### config.mk
export PLATFORM = sky130hd
export DESIGN_NAME = calc_atan_sector_15
export DESIGN_NICKNAME = d
export VERILOG_FILES = /design/src/rtl/calc_atan_sector_15.sv
export SDC_FILE = /design/constraint.sdc
export NUM_CORES = 1
export LEC_CHECK = 0
export ABC_AREA = 1
export CAP_MARGIN = 25
export CORE_MARGIN = 5
export CORE_UTILIZATION = 35
export DETAILED_ROUTE_END_ITERATION = 6
export SLEW_MARGIN = 20
export SYNTH_ARGS = -nofsm -noshare
export SYNTH_HDL_FRONTEND = slang
export SYNTH_SLANG_ARGS = --single-unit
export TNS_END_PERCENT = 30
### constraint.sdc
create_clock -name clock -period 8.3 [get_ports clock]
set_input_delay 1.66 -clock clock [delete_from_list [all_inputs] [get_ports clock]]
set_output_delay 1.66 -clock clock [all_outputs]
set_load 0.03 [all_outputs]
### src/rtl/calc_atan_sector_15.sv
// calc_atan_sector_15
//   Sequential quantised atan: converts a signed (x,y) offset into a polar
//   angle in 15-degree steps (0..23, CCW from +x). The request is folded into
//   quadrant 1, then |y| is compared against |x|*tan(boundary) one boundary
//   per cycle, with an early exit on the first boundary not reached.
//
// Ports
//   clock    in   system clock
//   reset_n  in   synchronous active-low reset
//   start    in   request pulse, sampled only in IDLE
//   x_in     in   signed x offset (W_IN bits)
//   y_in     in   signed y offset (W_IN bits)
//   busy     out  high during FOLD and CMP
//   done     out  one-cycle pulse, angle/zero valid
//   angle    out  result in 15-degree units, held until the next done
//   zero     out  x==0 && y==0 (angle forced to 0), held with angle
//
// State | meaning
// ------+-------------------------------------------------------------
// IDLE  | waiting for start; x_in/y_in captured on start
// FOLD  | absolute values and sign flags of the captured offset
// CMP   | one tan-boundary comparison per cycle, k = boundaries passed
// DONE  | done pulse; angle/zero already loaded on entry
module calc_atan_sector_15 #(
    parameter int W_IN = 9,
    parameter int FRAC = 11
) (
    input  logic                   clock,
    input  logic                   reset_n,
    input  logic                   start,
    input  logic signed [W_IN-1:0] x_in,
    input  logic signed [W_IN-1:0] y_in,
    output logic                   busy,
    output logic                   done,
    output logic [4:0]             angle,
    output logic                   zero
);

    // |x| <= 2^(W_IN-1) and K < 2^14, so W_IN+15 bits hold every product.
    localparam int PW = W_IN + 15;

    localparam logic [1:0] S_IDLE = 2'd0;
    localparam logic [1:0] S_FOLD = 2'd1;
    localparam logic [1:0] S_CMP  = 2'd2;
    localparam logic [1:0] S_DONE = 2'd3;

    logic [1:0]             state_q, state_d;
    logic signed [W_IN-1:0] x_q, x_d;
    logic signed [W_IN-1:0] y_q, y_d;
    logic [W_IN-1:0]        ax_q, ax_d;
    logic [W_IN-1:0]        ay_q, ay_d;
    logic                   sx_q, sx_d;
    logic                   sy_q, sy_d;
    logic [2:0]             i_q, i_d;
    logic [2:0]             k_q, k_d;
    logic [4:0]             angle_q, angle_d;
    logic                   zero_q, zero_d;

    logic [W_IN-1:0]        x_u, y_u;
    logic [W_IN-1:0]        abs_x, abs_y;
    logic [13:0]            k_const;
    logic [PW-1:0]          lhs, prod;
    logic                   hit;
    logic [2:0]             k_fin;
    logic [4:0]             kk;
    logic [4:0]             sector;

    // Unsigned W_IN-bit magnitude: the most negative input maps to 2^(W_IN-1)
    // exactly, since the result is read back as unsigned.
    assign x_u   = x_q;
    assign y_u   = y_q;
    assign abs_x = x_u[W_IN-1] ? (~x_u + W_IN'(1)) : x_u;
    assign abs_y = y_u[W_IN-1] ? (~y_u + W_IN'(1)) : y_u;

    // tan() of the odd 7.5-degree boundaries, Q.11
    always_comb begin
        k_const = 14'd15556;
        case (i_q)
            3'd0:    k_const = 14'd270;
            3'd1:    k_const = 14'd848;
            3'd2:    k_const = 14'd1571;
            3'd3:    k_const = 14'd2669;
            3'd4:    k_const = 14'd4944;
            default: k_const = 14'd15556;
        endcase
    end

    // Ties count as reaching the boundary, so the angle rounds up.
    assign lhs  = {{(PW-W_IN){1'b0}}, ay_q} << FRAC;
    assign prod = {{(PW-W_IN){1'b0}}, ax_q} * {{(PW-14){1'b0}}, k_const};
    assign hit  = (lhs >= prod);

    // Quadrant unfold of the final k (value k will hold after this CMP cycle).
    assign k_fin = hit ? (i_q + 3'd1) : k_q;
    assign kk    = {2'b00, k_fin};

    always_comb begin
        sector = kk;
        case ({sx_q, sy_q})
            2'b00:   sector = kk;
            2'b10:   sector = 5'd12 - kk;
            2'b11:   sector = 5'd12 + kk;
            default: sector = (kk == 5'd0) ? 5'd0 : (5'd24 - kk);
        endcase
    end

    always_comb begin
        state_d = state_q;
        x_d     = x_q;
        y_d     = y_q;
        ax_d    = ax_q;
        ay_d    = ay_q;
        sx_d    = sx_q;
        sy_d    = sy_q;
        i_d     = i_q;
        k_d     = k_q;
        angle_d = angle_q;
        zero_d  = zero_q;
        case (state_q)
            S_IDLE: begin
                if (start) begin
                    x_d     = x_in;
                    y_d     = y_in;
                    state_d = S_FOLD;
                end
            end
            S_FOLD: begin
                ax_d    = abs_x;
                ay_d    = abs_y;
                sx_d    = x_q[W_IN-1];
                sy_d    = y_q[W_IN-1];
                i_d     = 3'd0;
                k_d     = 3'd0;
                state_d = S_CMP;
            end
            S_CMP: begin
                if (hit) begin
                    k_d = i_q + 3'd1;
                end
                if (!hit || (i_q == 3'd5)) begin
                    // Results are loaded on entry to DONE so they are valid
                    // in the same cycle as the done pulse.
                    zero_d  = (ax_q == '0) && (ay_q == '0);
                    angle_d = ((ax_q == '0) && (ay_q == '0)) ? 5'd0 : sector;
                    state_d = S_DONE;
                end else begin
                    i_d = i_q + 3'd1;
                end
            end
            S_DONE: begin
                state_d = S_IDLE;
            end
            default: begin
                state_d = S_IDLE;
            end
        endcase
    end

    always_ff @(posedge clock) begin
        if (!reset_n) begin
            state_q <= S_IDLE;
            x_q     <= '0;
            y_q     <= '0;
            ax_q    <= '0;
            ay_q    <= '0;
            sx_q    <= 1'b0;
            sy_q    <= 1'b0;
            i_q     <= '0;
            k_q     <= '0;
            angle_q <= '0;
            zero_q  <= 1'b0;
        end else begin
            state_q <= state_d;
            x_q     <= x_d;
            y_q     <= y_d;
            ax_q    <= ax_d;
            ay_q    <= ay_d;
            sx_q    <= sx_d;
            sy_q    <= sy_d;
            i_q     <= i_d;
            k_q     <= k_d;
            angle_q <= angle_d;
            zero_q  <= zero_d;
        end
    end

    assign busy  = (state_q == S_FOLD) || (state_q == S_CMP);
    assign done  = (state_q == S_DONE);
    assign angle = angle_q;
    assign zero  = zero_q;

endmodule
* Word-level counts from Yosys, hierarchy flattened *
Cells that the tools add are included.

word-level totals
  flip-flop bits (word level) = 52
  bits of input ports = 21
  logic and storage cells = 62

operators by class
  add/sub/neg operators = 6
  multipliers = 1
  magnitude comparators = 1
  equality and inequality tests = 13
  multiplexer cells = 13
  bitwise gates (word level) = 2
  reduce and logical (&&, ||, !) cells = 15

operator list
  cell                                                                   number
  14-bit case mux with 5 select lines                                    1
  20-bit by 23-bit >= comparator with 1-bit output                       1
  9-bit by 14-bit multiplier with 23-bit output                          1
  9-bit by 1-bit adder with 9-bit output, second input constant          2
  9-bit logical NOT                                                      2
  9-bit two-way mux                                                      2
  9-bit inverter                                                         2
  5-bit case mux with 3 select lines                                     1
  3-bit case mux with 2 select lines                                     2
  5-bit two-way mux                                                      2
  2-bit equality test, second input constant                             4
  2-bit case mux with 4 select lines                                     1
  2-bit AND reduction                                                    4
  3-bit by 2-bit equality test with 1-bit output, second input constant  2
  3-bit equality test, second input constant                             2
  3-bit two-way mux                                                      2
  2-bit inequality test, second input constant                           3
  4-bit by 3-bit adder with 5-bit output, first input constant           1
  5-bit logical NOT                                                      1
  4-bit by 3-bit subtractor with 5-bit output, first input constant      1
  4-bit by 4-bit subtractor with 5-bit output, first input constant      1
  2-bit logical NOT                                                      2
  2-bit two-way mux                                                      2
  3-bit by 1-bit adder with 3-bit output, second input constant          1
  other kinds (7)                                                        8

* Logic depth before layout (Yosys ltp) *
  depth after elaboration = 9
  depth in mapped cells = 50

* Worst setup path before layout *
No wires, ideal clock.

  path kind = register to register
  from = reg i_q[0]
  to = reg angle_q[2] (netlist: angle[2])
  setup time = 0.070 ns
  data arrival time = 7.064 ns
  data required time = 8.230 ns
  slack = 1.166 ns
  stages on the path, launching flop included = 43
  path buffers = 1
  period minus slack after synthesis = 7.134 ns
  path through = dfxtp_1 > inv_1 > ha_1 > inv_1 > nand2_1 > o21ai_2 > nand3_4 > clkbuf_1 > nand2_1 > nand2_1 > fa_1 > inv_1 > fa_1 > fa_1 > inv_1 > fa_1 > inv_1 > ha_1 > [7 not listed] > xor2_1 > ha_1 > nand3_1 > nand3b_1 > nor2_1 > nand3_1 > nor2_1 > nand2_1 > nand2_4 > nand4_1 > nand2_2 > inv_2 > ha_1 > ha_1 > or2_2 > nand3_1 > nand2_1 > a21oi_1

on the way
  longest elaborated chain between the ends = 9

ends and longest elaborated chain
  what                                                                                     line  RTL
  start: declaration                                                                       54    logic [2:0] i_q, i_d;
  start signal: assignment                                                                 180   i_q <= i_d;
  3-bit equality test, or another cell as far along                                        78    case (i_q)
  14-bit case mux with 5 select lines                                                      78
  9-bit by 14-bit multiplier with 23-bit output                                            90    assign prod = {{(PW-W_IN){1'b0}}, ax_q} * {{(PW-14){1'b0}}, k_const};
  20-bit by 23-bit >= comparator with 1-bit output                                         91    assign hit = (lhs >= prod);
  3-bit two-way mux                                                                        n/a
  4-bit by 4-bit subtractor with 5-bit output / 5-bit logical NOT (equally long branches)  103   default: sector = (kk == 5'd0) ? 5'd0 : (5'd24 - kk);
  5-bit two-way mux                                                                        103
  5-bit case mux with 3 select lines                                                       99    case ({sx_q, sy_q})
  5-bit two-way mux                                                                        144   angle_d = ((ax_q == '0) && (ay_q == '0)) ? 5'd0 : sector;
  end signal: assignment                                                                   182   angle_q <= angle_d;
  end: declaration                                                                         56    logic [4:0] angle_q, angle_d;

Parallel ways exist; a longest one is shown, timed or not.
A chain may end at the register's enable or synchronous reset.

* Worst setup path in the final report *
  from = reg i_q[0]
  to = reg angle_q[3] (netlist: angle[3])

The elaborated chain is that of the path after synthesis.

==> summary.md <==
| Metric | Value |
|---|---|
| Most frequent cells in the layout | `nand2_1 (210), inv_1 (188), nor2_1 (116)` |
| Hold Crit Start | `angle[1]` |
| Largest cells by area after synthesis | `fa_1 (25%), dfxtp_1 (15%), ha_1 (12%)` |
| DRC | `0` |
| Total track usage | `15.1%` |
| DR vias/cell | `~4.7` |
| ANT cells | `0` |
| CP endpoint kind | `flip-flop` |
| Share of the synthesized area in the top cell type | `25.0%` |
| P_leak | `approximately 4.0 nW` |
| FP Rows | `51` |
| Share of synthesized registers carrying an async set or reset | `0%` |
| Worst EP required | `roughly 8.5 ns` |
| Fin. Hold Viols | `0` |
| Post-synth EDFFs | `0` |
| Measured slew at the worst slew-check pin | `0.513 ns` |
| Area leader, netlist | `fa_1` |
| Layout cells sized above 1 | `under 10%` |
| #FFs+latches synth | `52` |
| CTS sink cnt | `52` |
| DR WL/cell | `approximately 13 um` |
| Post-Synthesis Cell Area | `about 6800 sq um` |
| Max Root-Sink Buffers | `2` |
| Max-slew headroom | `between 60% and 70%` |
| Footprint of the multi-input gates | `4970 sq um` |
| Detail Placement HPWL | `between 10,000 and 15,000 um` |
| Tmin final | `between 7 and 8 ns` |
| Initial antenna violation count | `0` |
| Placed Area | `approximately 7400 sq um` |
| ANT nets after route | `0` |
| Port-buffer cells | `28` |
| Max cap viols | `0` |
| Cts hold-fix bufs | `0` |
| Synth unique cells | `41` |
| Max Slew Vio Count | `0` |
| Synth Area in XOR/XNOR | `about 1.7%` |
| Largest net degree at the start of global routing | `39` |
| CP delay by family, top | `adder cells` |
| Clock Latency Late Sink | `~0.29 ns` |
| CP max FO | `8` |
| Clk root buf | `clkbuf_16` |
| Setup CP Type | `reg -> reg` |
| Top_reg_cell synth | `dfxtp_1` |
| Layout area overhead | `12.2%` |
| Vias in the first global route | `around 5,500` |
| Drt initial violations | `307` |
| Syn_area_per_cell | `just over 7 sq um` |
| H-tree Lvls | `2` |
| Global-route wire length before repair | `roughly 27,000 um` |
| Register area | `1040 sq um` |
| Final Skew | `around 0.0023 ns` |
| Synthesized net count | `1,111` |
| Adder-Cell Fraction of Synth Area | `37.4%` |
| Gr ovfl total | `0` |
| Finished Cell Area | `7620 sq um` |
| Compound-cell area share of the yosys netlist | `under 10%` |
| Worst IR Drop VDD | `0.187 mV` |
| Final Setup Violations | `0` |
| WHS Path Cells | `2` |
| Slowest Stage Delay on Critical Path | `0.54 ns` |
| WL final | `16,000 um` |
| Vias | `around 5,800` |
| Filler cell count | `2,092` |
| Final Cycle Share | `a little over 90%` |
| CTS Buf Count | `5` |
| Post-synthesis mux area share | `0%` |
| Worst Path Buf+Inv | `9` |
| GPL Wtd Cong | `about 0.94` |
| Yosys warns | `0` |
| Startpoint type of the worst setup path | `flip-flop` |
| Hold EP | `angle[1]` |
| Reg clk slew, reported paths | `around 0.070 ns` |
| R2r setup slk | `between 0.5 and 0.6 ns` |
| Die Width | `between 100 and 150 um` |
| Crit Reg-Reg Endpoint | `angle[3]` |
| Gate count of the mapped netlist | `about 940` |
| NumNets Final | `approximately 1,100` |
| Simple-gate portion of the synthesized area | `between 20 and 25%` |
| FMAX | `between 0.1 and 0.15 GHz` |
| Largest family of logic cells by synthesized area | `adder cells` |
| R2r startpoint | `i_q[0]` |
| Drt pass-1 iters | `5` |
| Commonest non-fill, non-tap cell in the layout | `nand2_1` |
| Core Footprint | `19,300 sq um` |
| Worst hold path type | `reg -> reg` |
| R2R depth | `47` |
| Die height | `149 um` |
| P per Cell Area | `around 340 nW/um^2` |
| Initial Util | `about a third` |
| CP arrival | `roughly 7.9 ns` |
| Sequential area share after synthesis | `between 10% and 20%` |
| I/O pin cnt | `29` |
| Status | `finished, final reports clean` |
| Worst path slowest cell | `fa_1` |
| Final hold slack | `about 0.46 ns` |
| Die ar. | `~22,000 sq um` |
| CTS tree | `done` |
| CP dominant cell by count | `nand2_1` |
[synth_stat cells, types with 2 or more instances]
library cell and count:
o21ai_1 4, nand3b_1 3, or2_2 4, xor2_1 8, o21a_1 2, a31oi_1 3
ha_1 67, inv_1 189, nand2_2 7, fa_1 85, nand3_1 20, nor3_1 15
inv_2 8, dfxtp_1 52, o21ai_0 26, nand2_1 212, nor2_1 119, o221ai_1 9
clkbuf_1 18, nand3_4 3, o21ai_2 2, clkinv_1 4, xnor2_1 5, a21oi_1 46
nand4_1 6, nor4_1 2, o211ai_1 5
[sequential cells by signal, indices dropped and copies added, names as in the netlist, 2 cells and up]
name / count
i_q: 3
state_q: 2
y_q: 9
x_q: 9
k_q: 3
ay_q: 9
ax_q: 9
angle: 5
[metrics by stage]
stage | std cells | setup TNS, ns | power [mW] | util [%] | setup WS [ns]
final | 1234 | 0 | 2.57 | 39.6 | 0.594
after global routing | 1234 | -0.0746 | 2.92 | 39.6 | -0.0282
after CTS | 1231 | 0 | 2.58 | 39.3 | 0.187
after detailed placement | 1223 | 0 | 2.35 | 38.5 | 0.226
after global placement | 1223 | 0 | 2.34 | 38.5 | 0.432
after floorplan | 938 | 0 | 1.84 | - | 1.17
[cell families after synthesis]
family	count (synthesis)
xor+xnor	13
buf+inv	219
flops	52
compound gates	104
simple gates	398
fa+ha+maj	152
[final cells by class]
type / instances / share of cell area (%)
multi-input combinational: 667 / 65.2
sequential: 52 / 13.7
inverter: 201 / 9.90
timing repair buffer: 41 / 4.96
tap: 265 / 4.35
clock buffer: 7 / 1.87
clock inverter: 1 / 0.0985
[layer usage]
layer,share of wire (%),up-vias,track usage (%)
li1,-,2939,-
met1,47,2695,21.0
met2,46,121,24.6
met3,5.5,16,2.67
met4,1.7,0,3.62
met5,0,-,0
[tightest hold or removal path, cell delays in order (launching register included)]
cell and delay (ns):
dfxtp_1 0.31, nand2_1 0.06, a21oi_1 0.05
[report_power, final]
group | switching, mW | leakage, nW | total [mW] | internal [mW]
sequential | 0.0782 | 0.427 | 0.398 | 0.320
combinational | 1.24 | 3.47 | 1.96 | 0.719
clock | 0.0915 | 0.0701 | 0.212 | 0.120
[worst max path at each step]
stage                     to  slack, ns    from  cells after the start
global route        angle[2]      -0.03  i_q[0]                     44
CTS                 angle[3]       0.19  i_q[0]                     47
global placement    angle[2]       0.43  i_q[0]                     44
detailed placement  angle[3]       0.23  i_q[0]                     47
floorplan           angle[2]       1.17  i_q[0]                     42
finish              angle[3]       0.59  i_q[0]                     47
[repair_timing]
item | CTS | global route
setup endpoints to repair | 0 | 5
resized for setup | 0 | 11
setup buffers | 0 | 3
(Power assumes the default switching activity.)
